### src/rtl/demux_scanner.sv
// Purpose : sequences Select/Enable/DOut of a 1-to-8 demux over the channels of a captured mask.
// Latency : first SETUP one cycle after Start; D+2 cycles per channel; Done one cycle after last HOLD.
// Backpres: none; Start is only sampled in IDLE and is dropped (not queued) while Busy.
// Option  : DEMUX_SCANNER_REPEAT_EN adds the Stop input and continuous rescanning.
module demux_scanner #(
  parameter int DataWidth  = 1,
  parameter int DwellWidth = 8
) (
  input  logic                  Clock,
  input  logic                  Reset_N,
  input  logic                  Start,
  input  logic [7:0]            Mask,
  input  logic [DwellWidth-1:0] Dwell,
  input  logic [DataWidth-1:0]  DIn,
`ifdef DEMUX_SCANNER_REPEAT_EN
  input  logic                  Stop,
`endif
  output logic [2:0]            Select,
  output logic                  Enable,
  output logic [DataWidth-1:0]  DOut,
  output logic                  Busy,
  output logic                  Done
);

  typedef enum logic [2:0] {
    ST_IDLE,
    ST_SETUP,
    ST_STROBE,
    ST_HOLD,
    ST_DONE
  } state_t;

  state_t                state;
  logic [7:0]            work_mask;   // channels still to visit in this pass
  logic [DwellWidth-1:0] dwell_m1;    // captured strobe length minus one
  logic [DwellWidth-1:0] dwell_cnt;   // strobe down-counter

`ifdef DEMUX_SCANNER_REPEAT_EN
  logic [7:0]            cap_mask;    // original mask, reloaded at the end of each pass
  logic                  stop_flag;   // sticky stop request
  logic                  stop_hit;
  logic [2:0]            reload_sel;
`endif

  logic [7:0]            rem_mask;    // working mask with the current channel removed
  logic [2:0]            start_sel;
  logic [2:0]            next_sel;
  logic [DwellWidth-1:0] dwell_in_m1;

  // Index of the lowest set bit; callers only use it on a non-zero mask.
  function automatic logic [2:0] lowest_set(input logic [7:0] m);
    logic [2:0] r;
    r = 3'd0;
    for (int i = 7; i >= 0; i--) begin
      if (m[i]) begin
        r = 3'(i);
      end
    end
    return r;
  endfunction

  // Next-channel selection and dwell normalisation (a zero dwell still strobes once).
  always_comb begin
    rem_mask    = work_mask & ~(8'b1 << Select);
    start_sel   = lowest_set(Mask);
    next_sel    = lowest_set(rem_mask);
    dwell_in_m1 = (Dwell == '0) ? '0 : Dwell - 1'b1;
  end

`ifdef DEMUX_SCANNER_REPEAT_EN
  // A stop seen in the HOLD cycle itself still ends the scan after this channel.
  always_comb begin
    stop_hit   = stop_flag | Stop;
    reload_sel = lowest_set(cap_mask);
  end
`endif

  // Scan state machine; every demux-facing output is a register of this block.
  always_ff @(posedge Clock or negedge Reset_N) begin
    if (!Reset_N) begin
      state     <= ST_IDLE;
      work_mask <= '0;
      dwell_m1  <= '0;
      dwell_cnt <= '0;
      Select    <= '0;
      Enable    <= 1'b0;
      DOut      <= '1;
      Busy      <= 1'b0;
      Done      <= 1'b0;
`ifdef DEMUX_SCANNER_REPEAT_EN
      cap_mask  <= '0;
      stop_flag <= 1'b0;
`endif
    end else begin
`ifdef DEMUX_SCANNER_REPEAT_EN
      if (Stop && (state != ST_IDLE)) begin
        stop_flag <= 1'b1;
      end
`endif
      case (state)
        ST_IDLE: begin
          Done <= 1'b0;
          if (Start) begin
            work_mask <= Mask;
            dwell_m1  <= dwell_in_m1;
            DOut      <= DIn;
            Busy      <= 1'b1;
`ifdef DEMUX_SCANNER_REPEAT_EN
            cap_mask  <= Mask;
            stop_flag <= 1'b0;
`endif
            if (Mask != 8'd0) begin
              Select <= start_sel;
              state  <= ST_SETUP;
            end else begin
              Done  <= 1'b1;
              state <= ST_DONE;
            end
          end
        end

        ST_SETUP: begin
          // Address has been stable for a cycle; open the strobe.
          Enable    <= 1'b1;
          dwell_cnt <= dwell_m1;
          state     <= ST_STROBE;
        end

        ST_STROBE: begin
          if (dwell_cnt == '0) begin
            Enable <= 1'b0;
            state  <= ST_HOLD;
          end else begin
            dwell_cnt <= dwell_cnt - 1'b1;
          end
        end

        ST_HOLD: begin
          work_mask <= rem_mask;
`ifdef DEMUX_SCANNER_REPEAT_EN
          if (stop_hit) begin
            Done  <= 1'b1;
            state <= ST_DONE;
          end else if (rem_mask != 8'd0) begin
            Select <= next_sel;
            state  <= ST_SETUP;
          end else begin
            work_mask <= cap_mask;
            Select    <= reload_sel;
            state     <= ST_SETUP;
          end
`else
          if (rem_mask != 8'd0) begin
            Select <= next_sel;
            state  <= ST_SETUP;
          end else begin
            Done  <= 1'b1;
            state <= ST_DONE;
          end
`endif
        end

        ST_DONE: begin
          Done  <= 1'b0;
          Busy  <= 1'b0;
          DOut  <= '1;
          state <= ST_IDLE;
        end

        default: begin
          state  <= ST_IDLE;
          Enable <= 1'b0;
          Busy   <= 1'b0;
          Done   <= 1'b0;
          DOut   <= '1;
        end
      endcase
    end
  end

endmodule

### config.mk
export PLATFORM = sky130hd
export DESIGN_NAME = demux_scanner
export DESIGN_NICKNAME = d
export VERILOG_FILES = /design/src/rtl/demux_scanner.sv
export SDC_FILE = /design/constraint.sdc
export NUM_CORES = 1
export LEC_CHECK = 0
export CAP_MARGIN = 10
export CORE_MARGIN = 3
export CORE_UTILIZATION = 50
export CTS_CLUSTER_SIZE = 30
export DETAILED_ROUTE_END_ITERATION = 12
export HOLD_SLACK_MARGIN = 0.05
export MAX_ROUTING_LAYER = met4
export PLACE_DENSITY = 0.76
export SETUP_SLACK_MARGIN = 0.15
export SYNTH_ARGS = -nofsm -noshare
export SYNTH_HDL_FRONTEND = slang
export SYNTH_SLANG_ARGS = --single-unit
### constraint.sdc
create_clock -name Clock -period 1.85 [get_ports Clock]
set_clock_uncertainty 0.15 [all_clocks]
set_input_delay 0.185 -clock Clock [delete_from_list [all_inputs] [get_ports Clock]]
set_output_delay 0.185 -clock Clock [all_outputs]
set_load 0.05 [all_outputs]
==> metrics.md <==
| Metric | Value |
|---|---|
| Status | `finished with violations` |
| Failing checks | `setup timing` |
| Peak supply drop | `approximately 0.0011 V` |
| Core Util, Final | `76.53%` |
| Clock slew at the register clock pins of the worst setup and hold paths | `roughly 0.060 ns` |
| Routability congestion estimate | `about 0.94` |
| Predominant post-synthesis flop cell | `dfrtp_1` |
| Die area | `5092 µm²` |
| CTS tree | `done` |
| Avg Cell Area, Syn | `8.682 µm²` |
| I/O pins | `27` |
| Root buffer cell | `clkbuf_8` |
| DP HPWL | `around 4300 µm` |
| Asr flop ratio synth | `100.0%` |
| Setup crit start kind | `flop` |
| Site row count | `23` |
| Gate count of the mapped netlist | `between 200 and 250` |
| Htree depth | `2` |
| Number of synthesized register bits | `34` |
| Hold Path Class | `in2async` |
| Wire length per cell | `roughly 16 µm` |
| Drt initial violations | `106` |
| Critical Path Max Stage Delay | `roughly 0.45 ns` |
| Syn Nets | `269` |
| Setup crit end kind | `flop` |
| Tmin final | `around 2.0 ns` |
| Max-cap check violation count | `0` |
| Total Wirelength | `6049 µm` |
| Starting Density | `a little over half` |
| Nets | `around 350` |
| Worst skew pair latency | `0.29 ns` |
| CP Cell Sequence | `or3b_4, a21oi_4, a41o_2, o21a_4, mux2_4` |
| Area growth, synth to finish | `45.40%` |
| Rel. slew slack | `67.61%` |
| Die Height | `approximately 71 µm` |
| Worst-Margin Slew | `approximately 0.5 ns` |
| Global route overflow | `0` |
| Post-synthesis sequential area ratio | `39.89%` |
| DRC | `0` |
| Tot GR Track Use | `approximately a quarter` |
| R2r setup slk | `-0.11 ns` |
| Final period util | `105.7%` |
| Placed cell count | `about 360` |
| ANT nets after route | `0` |
| Critical path data required time | `between 1.5 and 2 ns` |
| R2R depth | `5` |
| Port bufs | `26` |
| Vias in the first global route | `about 2100` |
| RSZ-0062 raised after global routing | `true` |
| Leakage | `1.373 nW` |
| CP arrival | `about 2.0 ns` |
| CTS Buf Count | `5` |
| Die Wd | `about 71 µm` |
| Crit-path slowest cell | `dfrtp_2` |
| Top-area cell type share of the netlist area | `around two fifths` |
| Final setup viols | `5` |
| Worst Setup Path Type | `reg2reg` |
| Clock sink total | `34` |
| Diode count | `0` |
| Cts-stage hold buffer count | `0` |
| Via count | `approximately 2200` |
| Critical R2R Launch | `Select[0]` |
| Main area contributors after synthesis | `dfrtp_1 (39%), nand2_1 (5.8%), o21ai_0 (5.4%), nor2_1 (4.9%), a21oi_1 (3.3%)` |
| Initial antenna violation count | `0` |
| Synth warn | `0` |
| Layout Cells excl Fill | `377` |
| Tot Pwr | `5.778 mW` |
| Largest net degree at the start of global routing | `35` |
| Sequential Area | `around 860 µm²` |
| Cell Area, Synth | `around 2100 µm²` |
| Slew Limit Fails | `0` |
| Final Hold Viols | `0` |
| First-pass GRT wire length | `just under 10000 µm` |
| FILL cells | `~300` |
| Proportion of layout cells with a drive suffix above 1 | `between 30% and 40%` |
| Final setup margin | `-0.1058 ns` |
| Vias per std cell | `roughly 5.8` |
| Clk buf depth | `2` |
| Crit path max fanout | `8` |
| EDFF count, synth | `0` |
| Area of the multi-input gates | `between 1000 and 1500 µm²` |
| Detailed Routing Iterations Pass 1 | `4` |
| CORE AREA | `a little over 4000 µm²` |
| Dominant cell type by area after synthesis | `dfrtp_1` |
| FF-to-FF End | `Select[2]` |
| Peak Freq | `511.3 MHz` |
| PD cells | `around 1900 nW/µm²` |
| Distinct cells, synth | `55` |
==> cell type report <==
cell class | count | share of cell area (%)
Multi-Input combinational cell | 192 | 42.91
Sequential cell | 34 | 27.60
Timing Repair Buffer | 84 | 22.84
Clock buffer | 8 | 3.546
Inverter | 9 | 1.088
Tap cell | 50 | 2.015
==> cells by family (layout without fill, tap and decap cells) <==
kind of cell / count (synthesis) / after routing / share of synthesized area, %
buffers and inverters: 20 / 101 / 4.335
flip-flops: 34 / 34 / 39.89
AO/OA/AOI/OAI: 80 / 80 / 25.95
multiplexers: 10 / 10 / 4.979
XOR/XNOR: 4 / 4 / 1.640
AND/OR/NAND/NOR: 95 / 95 / 21.44
adder cells (fa/ha/maj): 3 / 3 / 1.758
==> where the power goes <==
group | internal (mW) | total (mW) | switching (mW)
Combinational | 1.85 | 3.68 | 1.83
Clock | 0.376 | 0.640 | 0.265
Sequential | 1.11 | 1.46 | 0.345
Total | 3.34 | 5.78 | 2.44
==> metrics by stage <==
| stage | hold WS, ns | setup slack [ns] | TNS, ns | instance area [µm²] |
|---|---|---|---|---|
| floorplan | -0.2606 | -0.2595 | -0.5167 | 2160 |
| global placement | 0.3256 | -0.09290 | -0.5792 | 2754 |
| detailed placement | 0.3344 | -0.1174 | -1.045 | 2754 |
| CTS | 0.1811 | -0.08547 | -0.1761 | 2949 |
| global route | 0.1921 | -0.1538 | -0.9396 | 3105 |
| finish | 0.1643 | -0.1058 | -0.3712 | 3105 |
==> cell usage after synthesis (2+ instances only) <==
library cell  count
ha_1              3
mux2i_1           5
a21o_1            2
inv_1             9
nor3_1            5
and3_1            4
a31oi_1           5
dfrtp_1          33
and2_1            2
o22ai_1           4
xnor2_1           4
clkbuf_1          4
o21ai_1           2
a21oi_1          14
nor4_1            2
buf_2             5
a22o_1            5
nor2_1           28
nand2b_1          7
o21ai_0          23
o211ai_1          2
nor2b_1           4
nand2_1          33
mux2_2            4
nand3_1           2
o22a_1            6
==> critical path: cells and delay by family, from the launching register on <==
family / cells / cell delay, ns
compound gates: 3 / 0.52
mux: 1 / 0.29
simple gates: 1 / 0.44
flops: 1 / 0.45
==> per-layer routing <==
layer	wire (µm)	track usage, %	vias to the layer above	part of all wire [%]
li1	-	-	1051	-
met1	2477	28.65	1060	41
met4	110	6.681	0	1.8
met2	3214	43.27	60	53
met5	0	-	-	0
met3	246	4.208	18	4.1
==> how the worst max path moves through the flow <==
stage | slack (ns) | depth (start not counted) | from | to
after CTS | -0.09 | 5 | Select[0] | Select[2]
after global routing | -0.15 | 5 | Select[0] | Select[2]
after detailed placement | -0.12 | 5 | Mask[0] | Select[2]
after floorplan | -0.26 | 6 | Select[2] | Select[2]
after global placement | -0.09 | 5 | Select[0] | Select[2]
final | -0.11 | 5 | Select[0] | Select[2]
==> flip-flops by register name, indices dropped and copies added (netlist names) <==
register / flops
work_mask: 8
Enable: 1
Busy: 1
dwell_cnt: 8
Select: 3
state: 3
DOut: 1
Done: 1
dwell_m1: 8
==> what timing repair did <==
item	in CTS	in global routing
pin swaps	5	8
gates cloned	0	0
setup endpoints to repair	19	28
resized for setup	21	26
setup buffers	4	7
==> cells in the final DEF, fill, tap and decap left out, types with 2 or more instances in the layout <==
cell type / Yosys / layout
a21oi_2: 1 / 2
nand2b_1: 7 / 6
a21oi_1: 14 / 12
nor4_1: 2 / 2
nor3_1: 5 / 2
inv_1: 9 / 9
o22a_1: 6 / 6
mux2_2: 4 / 4
xnor2_1: 4 / 4
o22ai_2: 0 / 3
buf_4: 1 / 56
a21o_1: 2 / 2
dfrtp_2: 0 / 4
clkdlybuf4s50_1: 0 / 19
clkbuf_8: 0 / 8
o21ai_0: 23 / 14
and3_1: 4 / 4
nor3_2: 0 / 3
nand2_2: 0 / 4
nor2b_1: 4 / 4
a31oi_1: 5 / 4
nor2_1: 28 / 27
mux2i_1: 5 / 5
buf_6: 1 / 8
dfrtp_1: 33 / 29
ha_1: 3 / 2
a22o_1: 5 / 5
o21ai_1: 2 / 7
nand2_1: 33 / 29
o211ai_1: 2 / 2
o21ai_2: 1 / 5
Note: power is estimated with default switching activity, not from simulation.
